File: src/rtl/gpu_frame_pkg.sv
// Shared frame geometry, SDRAM word layout and pixel types.
// Both the frame writer and the frame reader import these so their frame
// layouts always match.
package gpu_frame_pkg;

  localparam int unsigned FRAME_PIXELS    = 307200;
  localparam logic [27:0] FRAME_BASE_ADDR = 28'h8000000;
  localparam int unsigned SD_WORD_BYTES   = 4;

  localparam int unsigned SD_ADDR_W = 28;
  localparam int unsigned SD_DATA_W = 32;
  localparam int unsigned PIX_CNT_W = 19;

  typedef struct packed {
    logic [7:0] r;
    logic [7:0] g;
    logic [7:0] b;
  } rgb_t;

  typedef enum logic [1:0] {
    IDLE  = 2'd0,
    ISSUE = 2'd1,
    DRAIN = 2'd2,
    DONE  = 2'd3
  } frame_state_e;

  // SDRAM word layout: [31:24]=R, [23:16]=G, [15:8]=B, [7:0] unused
  function automatic rgb_t unpack_word(input logic [23:0] rgb_bits);
    rgb_t px;
    px.r = rgb_bits[23:16];
    px.g = rgb_bits[15:8];
    px.b = rgb_bits[7:0];
    return px;
  endfunction

endpackage

File: src/rtl/pixel_fifo.sv
// Show-ahead synchronous FIFO of rgb_t pixels.
// Ports:
//   clk, reset     clock, asynchronous active-low reset
//   push, wdata    write request and pixel (dropped if full)
//   pop            advance head (ignored if empty)
//   rdata          head entry, valid whenever !empty
//   empty, full    registered occupancy flags
//   count          number of stored entries
module pixel_fifo
  import gpu_frame_pkg::*;
#(
  parameter int unsigned DEPTH = 16
) (
  input  logic                     clk,
  input  logic                     reset,
  input  logic                     push,
  input  logic                     pop,
  input  rgb_t                     wdata,
  output rgb_t                     rdata,
  output logic                     empty,
  output logic                     full,
  output logic [$clog2(DEPTH):0]   count
);

  localparam int unsigned PTR_W = $clog2(DEPTH);
  localparam int unsigned CNT_W = PTR_W + 1;

  rgb_t             mem [DEPTH];
  logic [PTR_W-1:0] wr_ptr;
  logic [PTR_W-1:0] rd_ptr;
  logic             do_push;
  logic             do_pop;
  logic [CNT_W-1:0] count_next;

  // Qualified push/pop and next occupancy
  always_comb begin
    do_push    = push && !full;
    do_pop     = pop && !empty;
    count_next = count;
    if (do_push && !do_pop) begin
      count_next = count + CNT_W'(1);
    end else if (!do_push && do_pop) begin
      count_next = count - CNT_W'(1);
    end
  end

  // Pointers, count and flags
  always_ff @(posedge clk or negedge reset) begin
    if (!reset) begin
      wr_ptr <= '0;
      rd_ptr <= '0;
      count  <= '0;
      empty  <= 1'b1;
      full   <= 1'b0;
    end else begin
      if (do_push) begin
        wr_ptr <= wr_ptr + PTR_W'(1);
      end
      if (do_pop) begin
        rd_ptr <= rd_ptr + PTR_W'(1);
      end
      count <= count_next;
      empty <= (count_next == '0);
      full  <= (count_next == CNT_W'(DEPTH));
    end
  end

  // Storage needs no reset; only entries behind a valid count are observed
  always_ff @(posedge clk) begin
    if (do_push) begin
      mem[wr_ptr] <= wdata;
    end
  end

  assign rdata = mem[rd_ptr];

endmodule

File: src/rtl/sdram_frame_reader.sv
// Avalon-MM pipelined read master that fetches one RGB frame from SDRAM and
// streams it out as valid/ready pixels.
// Ports:
//   clk, reset                 clock, asynchronous active-low reset
//   start                      one-cycle frame request (ignored unless idle)
//   SD_read, SD_address        Avalon read request and byte address
//   waitrequest                Avalon slave stall
//   SD_rdata, SD_readdatavalid Avalon read response
//   pix_r/g/b, pix_valid       pixel stream head
//   pix_ready                  consumer accept
//   pix_last                   marks the final pixel of the frame
//   busy, finished             frame in progress / one-cycle completion pulse
module sdram_frame_reader
  import gpu_frame_pkg::*;
#(
  parameter int unsigned PIXEL_COUNT = FRAME_PIXELS,
  parameter logic [27:0] BASE_ADDR   = FRAME_BASE_ADDR,
  parameter int unsigned ADDR_STRIDE = SD_WORD_BYTES,
  parameter int unsigned FIFO_DEPTH  = 16
) (
  input  logic                 clk,
  input  logic                 reset,
  input  logic                 start,
  output logic                 SD_read,
  output logic [SD_ADDR_W-1:0] SD_address,
  input  logic                 waitrequest,
  input  logic [SD_DATA_W-1:0] SD_rdata,
  input  logic                 SD_readdatavalid,
  output logic [7:0]           pix_r,
  output logic [7:0]           pix_g,
  output logic [7:0]           pix_b,
  output logic                 pix_valid,
  input  logic                 pix_ready,
  output logic                 pix_last,
  output logic                 busy,
  output logic                 finished
);

  localparam int unsigned FCNT_W = $clog2(FIFO_DEPTH) + 1;
  localparam logic [PIX_CNT_W-1:0] PIX_TOTAL = PIX_CNT_W'(PIXEL_COUNT);
  localparam logic [PIX_CNT_W-1:0] LAST_IDX  = PIX_CNT_W'(PIXEL_COUNT - 1);
  localparam logic [PIX_CNT_W-1:0] CREDITS   = PIX_CNT_W'(FIFO_DEPTH);
  localparam logic [SD_ADDR_W-1:0] ADDR_STEP = SD_ADDR_W'(ADDR_STRIDE);

  frame_state_e         state;
  logic [PIX_CNT_W-1:0] issue_cnt;
  logic [PIX_CNT_W-1:0] rx_cnt;
  logic [PIX_CNT_W-1:0] out_cnt;

  logic                 accept;
  logic                 active;
  logic                 push;
  logic                 pop;
  logic                 last_pop;
  logic [PIX_CNT_W-1:0] issue_next;
  logic [PIX_CNT_W-1:0] in_use;
  logic [PIX_CNT_W-1:0] in_use_next;
  logic                 want_read;

  rgb_t                 fifo_wdata;
  rgb_t                 fifo_rdata;
  logic                 fifo_empty;
  logic                 unused_fifo_full;
  logic [FCNT_W-1:0]    fifo_count;
  logic                 unused_rdata_bits;

  assign unused_rdata_bits = ^SD_rdata[7:0];

  // Handshakes and credit accounting.
  // in_use = outstanding reads + buffered pixels; a push moves one unit from
  // outstanding to buffered, so only acceptances and pops change it.
  always_comb begin
    accept      = SD_read && !waitrequest;
    active      = (state == ISSUE) || (state == DRAIN);
    push        = SD_readdatavalid && active;
    pop         = pix_valid && pix_ready;
    last_pop    = pop && (out_cnt == LAST_IDX);
    issue_next  = issue_cnt + PIX_CNT_W'(accept);
    in_use      = issue_cnt - rx_cnt + PIX_CNT_W'(fifo_count);
    in_use_next = in_use + PIX_CNT_W'(accept) - PIX_CNT_W'(pop);
    want_read   = (issue_next < PIX_TOTAL) && (in_use_next < CREDITS);
    fifo_wdata  = unpack_word(SD_rdata[31:8]);
  end

  // Frame control FSM with registered bus and status outputs
  always_ff @(posedge clk or negedge reset) begin
    if (!reset) begin
      state      <= IDLE;
      SD_read    <= 1'b0;
      SD_address <= BASE_ADDR;
      busy       <= 1'b0;
      finished   <= 1'b0;
      issue_cnt  <= '0;
      rx_cnt     <= '0;
      out_cnt    <= '0;
    end else begin
      finished <= 1'b0;
      if (push) begin
        rx_cnt <= rx_cnt + PIX_CNT_W'(1);
      end
      if (pop) begin
        out_cnt <= out_cnt + PIX_CNT_W'(1);
      end

      case (state)
        IDLE: begin
          if (start) begin
            SD_address <= BASE_ADDR;
            issue_cnt  <= '0;
            rx_cnt     <= '0;
            out_cnt    <= '0;
            busy       <= 1'b1;
            SD_read    <= (PIXEL_COUNT > 0);
            state      <= ISSUE;
          end
        end

        ISSUE: begin
          if (accept) begin
            SD_address <= SD_address + ADDR_STEP;
            issue_cnt  <= issue_next;
          end
          // A stalled request must stay on the bus unchanged
          if (!(SD_read && waitrequest)) begin
            SD_read <= want_read;
          end
          if (accept && (issue_next == PIX_TOTAL)) begin
            state <= DRAIN;
          end
          if (last_pop) begin
            SD_read  <= 1'b0;
            busy     <= 1'b0;
            finished <= 1'b1;
            state    <= DONE;
          end
        end

        DRAIN: begin
          SD_read <= 1'b0;
          if (last_pop) begin
            busy     <= 1'b0;
            finished <= 1'b1;
            state    <= DONE;
          end
        end

        DONE: begin
          state <= IDLE;
        end

        default: begin
          state <= IDLE;
        end
      endcase
    end
  end

  pixel_fifo #(
    .DEPTH (FIFO_DEPTH)
  ) u_pixel_fifo (
    .clk   (clk),
    .reset (reset),
    .push  (push),
    .pop   (pop),
    .wdata (fifo_wdata),
    .rdata (fifo_rdata),
    .empty (fifo_empty),
    .full  (unused_fifo_full),
    .count (fifo_count)
  );

  assign pix_valid = !fifo_empty;
  assign pix_r     = fifo_rdata.r;
  assign pix_g     = fifo_rdata.g;
  assign pix_b     = fifo_rdata.b;
  assign pix_last  = pix_valid && (out_cnt == LAST_IDX);

endmodule

File: config.mk
export PLATFORM = sky130hd
export DESIGN_NAME = sdram_frame_reader
export DESIGN_NICKNAME = d
export VERILOG_FILES = /design/src/rtl/gpu_frame_pkg.sv /design/src/rtl/pixel_fifo.sv /design/src/rtl/sdram_frame_reader.sv
export SDC_FILE = /design/constraint.sdc
export NUM_CORES = 1
export LEC_CHECK = 0
export CORE_AREA = 2 2 202 204
export CTS_CLUSTER_SIZE = 25
export DETAILED_ROUTE_END_ITERATION = 8
export DIE_AREA = 0 0 204 206
export GPL_TIMING_DRIVEN = 0
export HOLD_SLACK_MARGIN = 0.05
export PLACE_DENSITY = 0.79
export SETUP_SLACK_MARGIN = 0.5
export SYNTH_ARGS = -nofsm -noshare
export SYNTH_HDL_FRONTEND = slang
export SYNTH_SLANG_ARGS = --single-unit
export TNS_END_PERCENT = 100
File: constraint.sdc
create_clock -name clk -period 3.75 [get_ports clk]
set_input_delay 0.5625 -clock clk [delete_from_list [all_inputs] [get_ports clk]]
set_output_delay 0.5625 -clock clk [all_outputs]
set_load 0.01 [all_outputs]
==> results.cfg <==
[synthesis]
yosysMostFrequentCell = edfxtp_1
yosysWarningCount = 0
yosys.area.top_type_share = 0.535
async_reset_ff_frac = 0.211
synth_area_per_cell_sq_um = 16.0
seq_area_frac_synth = 0.654
synth_enable_flop_cells = 384
synth.ff_latch_count = 487
ys.flop_type = edfxtp_1
yosysTopAreaCell = edfxtp_1
synth_area_leaders = edfxtp_1, mux4_2, dfrtp_1, ha_1, nor2_1
synth_cell_type_count = 75
synth_commonest_cells = edfxtp_1, mux4_2, dfrtp_1
netlist_area_sq_um = 21600
synth_cells = 1349

[outcome]
status = finished, final reports clean

[global_routing]
grt_pass1_vias = 13300
grt-ovfl-total = 0
antenna_found_initial = 2
track_usage = 0.261
grt_max_degree = 55
grt_pass1_wl_microns = 80400

[detailed_routing]
firstDrtPassIters = 5
drt-total-wl_microns = 55000
viasPerCell = 6.15
drtIter0Drc = 1267
vias = 13100
wl_per_cell_microns = 25.8
ant_nets = 0
drc_errors = 0

[power_and_ir_drop]
internal_power_mw = 12.8
finalPower_mw = 18.5
clkPwrFrac = 0.284
irDropWorstVdd_mv = 0.439
power_leakage_nw = 9.51
switching_share = 0.308
switchingPower_mw = 5.70
pwr-share-seq = 0.363
p_comb_frac = 0.353
power.density_nw_per_um2 = 703

[timing]
slew_viol_final = 0
hold_viol = 0
setup_viol_count_final = 0
period_share = 0.938
fin_skew_ps = 35.5
max_slew_margin = 0.316
rsz0062_at_grt = true
worst_slew_pin_slew_ps = 1030
finalCriticalPeriod_ps = 3520
fmax_ghz = 0.284

[floorplanning]
placeableCoreArea_sq_um = 40200
num_io_pins = 95
die_w_microns = 204
start_util = 0.537
rows = 74
dieArea_sq_um = 42000
die_y_microns = 206

[worst_setup_path]
cp_max_fo = 5
worstSetupPathType = register to register
cp-end-kind = register
cp.arrival_ps = 4040
slowest_delay_ps = 480
crit_family = adder cells
slowest_stage = fa_1
crit_chain = nor2b_4 -> inv_4 -> fa_1 -> inv_1 -> fa_1 -> inv_1 -> ha_1 -> a211oi_2 -> nor3b_2 -> o41ai_2 -> nand4_1 -> a2111oi_4 -> nand4_1 -> o21ai_2
path_depth = 14
cp-start-kind = register
r2r_cells = 14
cp.required_ps = 4270
critPathBufInv = 3

[layout]
ff_latch_area_sq_um = 14100
fillers = 2623
drive_gt1_frac = 0.249
nets = 1668
area.growth.synth_to_final_pct = 21.8
fin_util = 0.654
multi_input_area_sq_um = 7150

[clock_tree]
path_clk_slew_ps = 60
cts_max_path_buffers = 3
clkLatencyLatePin_ps = 610
cts_root_buf = clkbuf_16
cts.sinks = 487
cts_tree = done
cts_buffers = 49
htree_levels = 2

[worst_hold_path]
hold_path_depth = 1
hp-class = register to register

[placed_design]
gp_congestion = 0.861
port_buffers = 84
dp_hpwl_microns = 31100

[job]
maxCapViolCount = 0
state kept, by name (all words and copies together), names as in the netlist:
register / cells
u_pixel_fifo.rd_ptr: 4
u_pixel_fifo.empty: 1
u_pixel_fifo.mem: 384
u_pixel_fifo.count: 5
rx_cnt: 19
out_cnt: 19
state: 2
SD_address: 26
u_pixel_fifo.full: 1
u_pixel_fifo.wr_ptr: 4
finished: 1
busy: 1
issue_cnt: 19
SD_read: 1
kinds of logic (layout without fill, tap and decap cells):
logic type               count (synthesis)  in the layout  share of synthesized area
adder cells (fa/ha/maj)                 70             70                     0.0424
other                                    1              3                   0.000174
multiplexers                           129            129                      0.130
buffers and inverters                  130            375                     0.0244
AND/OR/NAND/NOR                        332            336                     0.0816
XOR/XNOR                                71             71                     0.0288
AO/OA/AOI/OAI                          129            129                     0.0384
flip-flops                             487            487                      0.654
placed cells by master, fill, tap and decap left out, drive strengths merged, types with 8 or more instances in the layout:
cell type      Yosys  routed
xnor2             35      35
xor2              36      36
edfxtp           384     384
o21ai             48      48
clkbuf            33      95
nor4              14      14
and3              13      13
dfrtp            101     101
inv               75      78
bufinv             0       8
nand2             79      79
buf               22     108
nor2              90      94
mux4             120     120
nand3             34      34
nor3              16      16
nor2b              8       8
ha                65      65
clkinv             0      18
a21oi             36      36
clkdlybuf4s50      0      58
nand4             24      24
and2              11      11
or3               18      18
stage by stage:
stage / std cells / setup slack (ps) / hold WS (ps) / setup TNS (ps) / area (sq um)
5_1_grt: 2131 / 62.6 / 570 / 0 / 26300
6_report: 2132 / 232 / 535 / 0 / 26300
3_5_place_dp: 1979 / -753 / 519 / -5050 / 23500
3_3_place_gp: 1966 / -1970 / 505 / -447230 / 23100
4_1_cts: 2105 / 226 / 531 / 0 / 25900
2_1_floorplan: 1350 / 56.4 / 267 / 0 / 21600
cell type report:
| class | count | area share |
|---|---|---|
| inverters | 75 | 0.0108 |
| plain buffers | 55 | 0.0182 |
| well taps | 532 | 0.0253 |
| clock inverters | 35 | 0.0175 |
| clock buffers | 55 | 0.0487 |
| repair buffers | 155 | 0.0697 |
| diodes | 1 | 0.0000953 |
| multi-input cells | 737 | 0.272 |
| flip-flops and latches | 487 | 0.537 |
path summary, 6_finish.rpt:
path / start / endpoint / slack [ps]
worst min register to register: u_pixel_fifo.count[4]$_DFF_PN0_ / u_pixel_fifo.count[4]$_DFF_PN0_ / 530
worst min-delay path: u_pixel_fifo.count[4]$_DFF_PN0_ / u_pixel_fifo.count[4]$_DFF_PN0_ / 530
max in group asynchronous: reset / u_pixel_fifo.empty$_DFF_PN1_ / 2350
worst max register to register: u_pixel_fifo.empty$_DFF_PN1_ / SD_read$_DFFE_PN0P_ / 230
min in group asynchronous: reset / SD_address[19]$_DFFE_PN0P_ / 600
worst max-delay path: u_pixel_fifo.empty$_DFF_PN1_ / SD_read$_DFFE_PN0P_ / 230
power by group through the flow:
stage / sequential, mW / combinational [mW] / clock [mW]
after floorplan: 6.69 / 3.33 / 0
after global placement: 6.74 / 4.90 / 0
after detailed placement: 6.76 / 5.25 / 0
after CTS: 6.67 / 6.02 / 5.28
after global routing: 6.73 / 6.84 / 5.49
final: 6.70 / 6.52 / 5.24
worst reg2reg max path: stages, from the launching register on:
cell	delay (ps)
dfstp_2	380
nor2b_4	150
inv_4	50
fa_1	480
inv_1	50
fa_1	470
inv_1	40
ha_1	290
a211oi_2	250
nor3b_2	120
o41ai_2	330
nand4_1	210
a2111oi_4	340
nand4_1	150
o21ai_2	140
per-layer routing:
layer / up-vias / wire length (microns) / track usage
met1: 6633 / 20100 / 0.332
met3: 164 / 4330 / 0.0423
li1: 5605 / - / -
met4: 2 / 2390 / 0.114
met5: - / 12 / 0
met2: 707 / 28200 / 0.448
what timing repair did:
action / 4_1_cts / 5_1_grt
hold buffers: 1 / 0
pin swaps: 16 / 10
setup endpoints to repair: 78 / 137
buffers inserted: 30 / 21
gates resized for setup: 180 / 42
gates cloned: 5 / 5
endpoints found under the hold margin: 5 / 0
(Power assumes the default switching activity.)
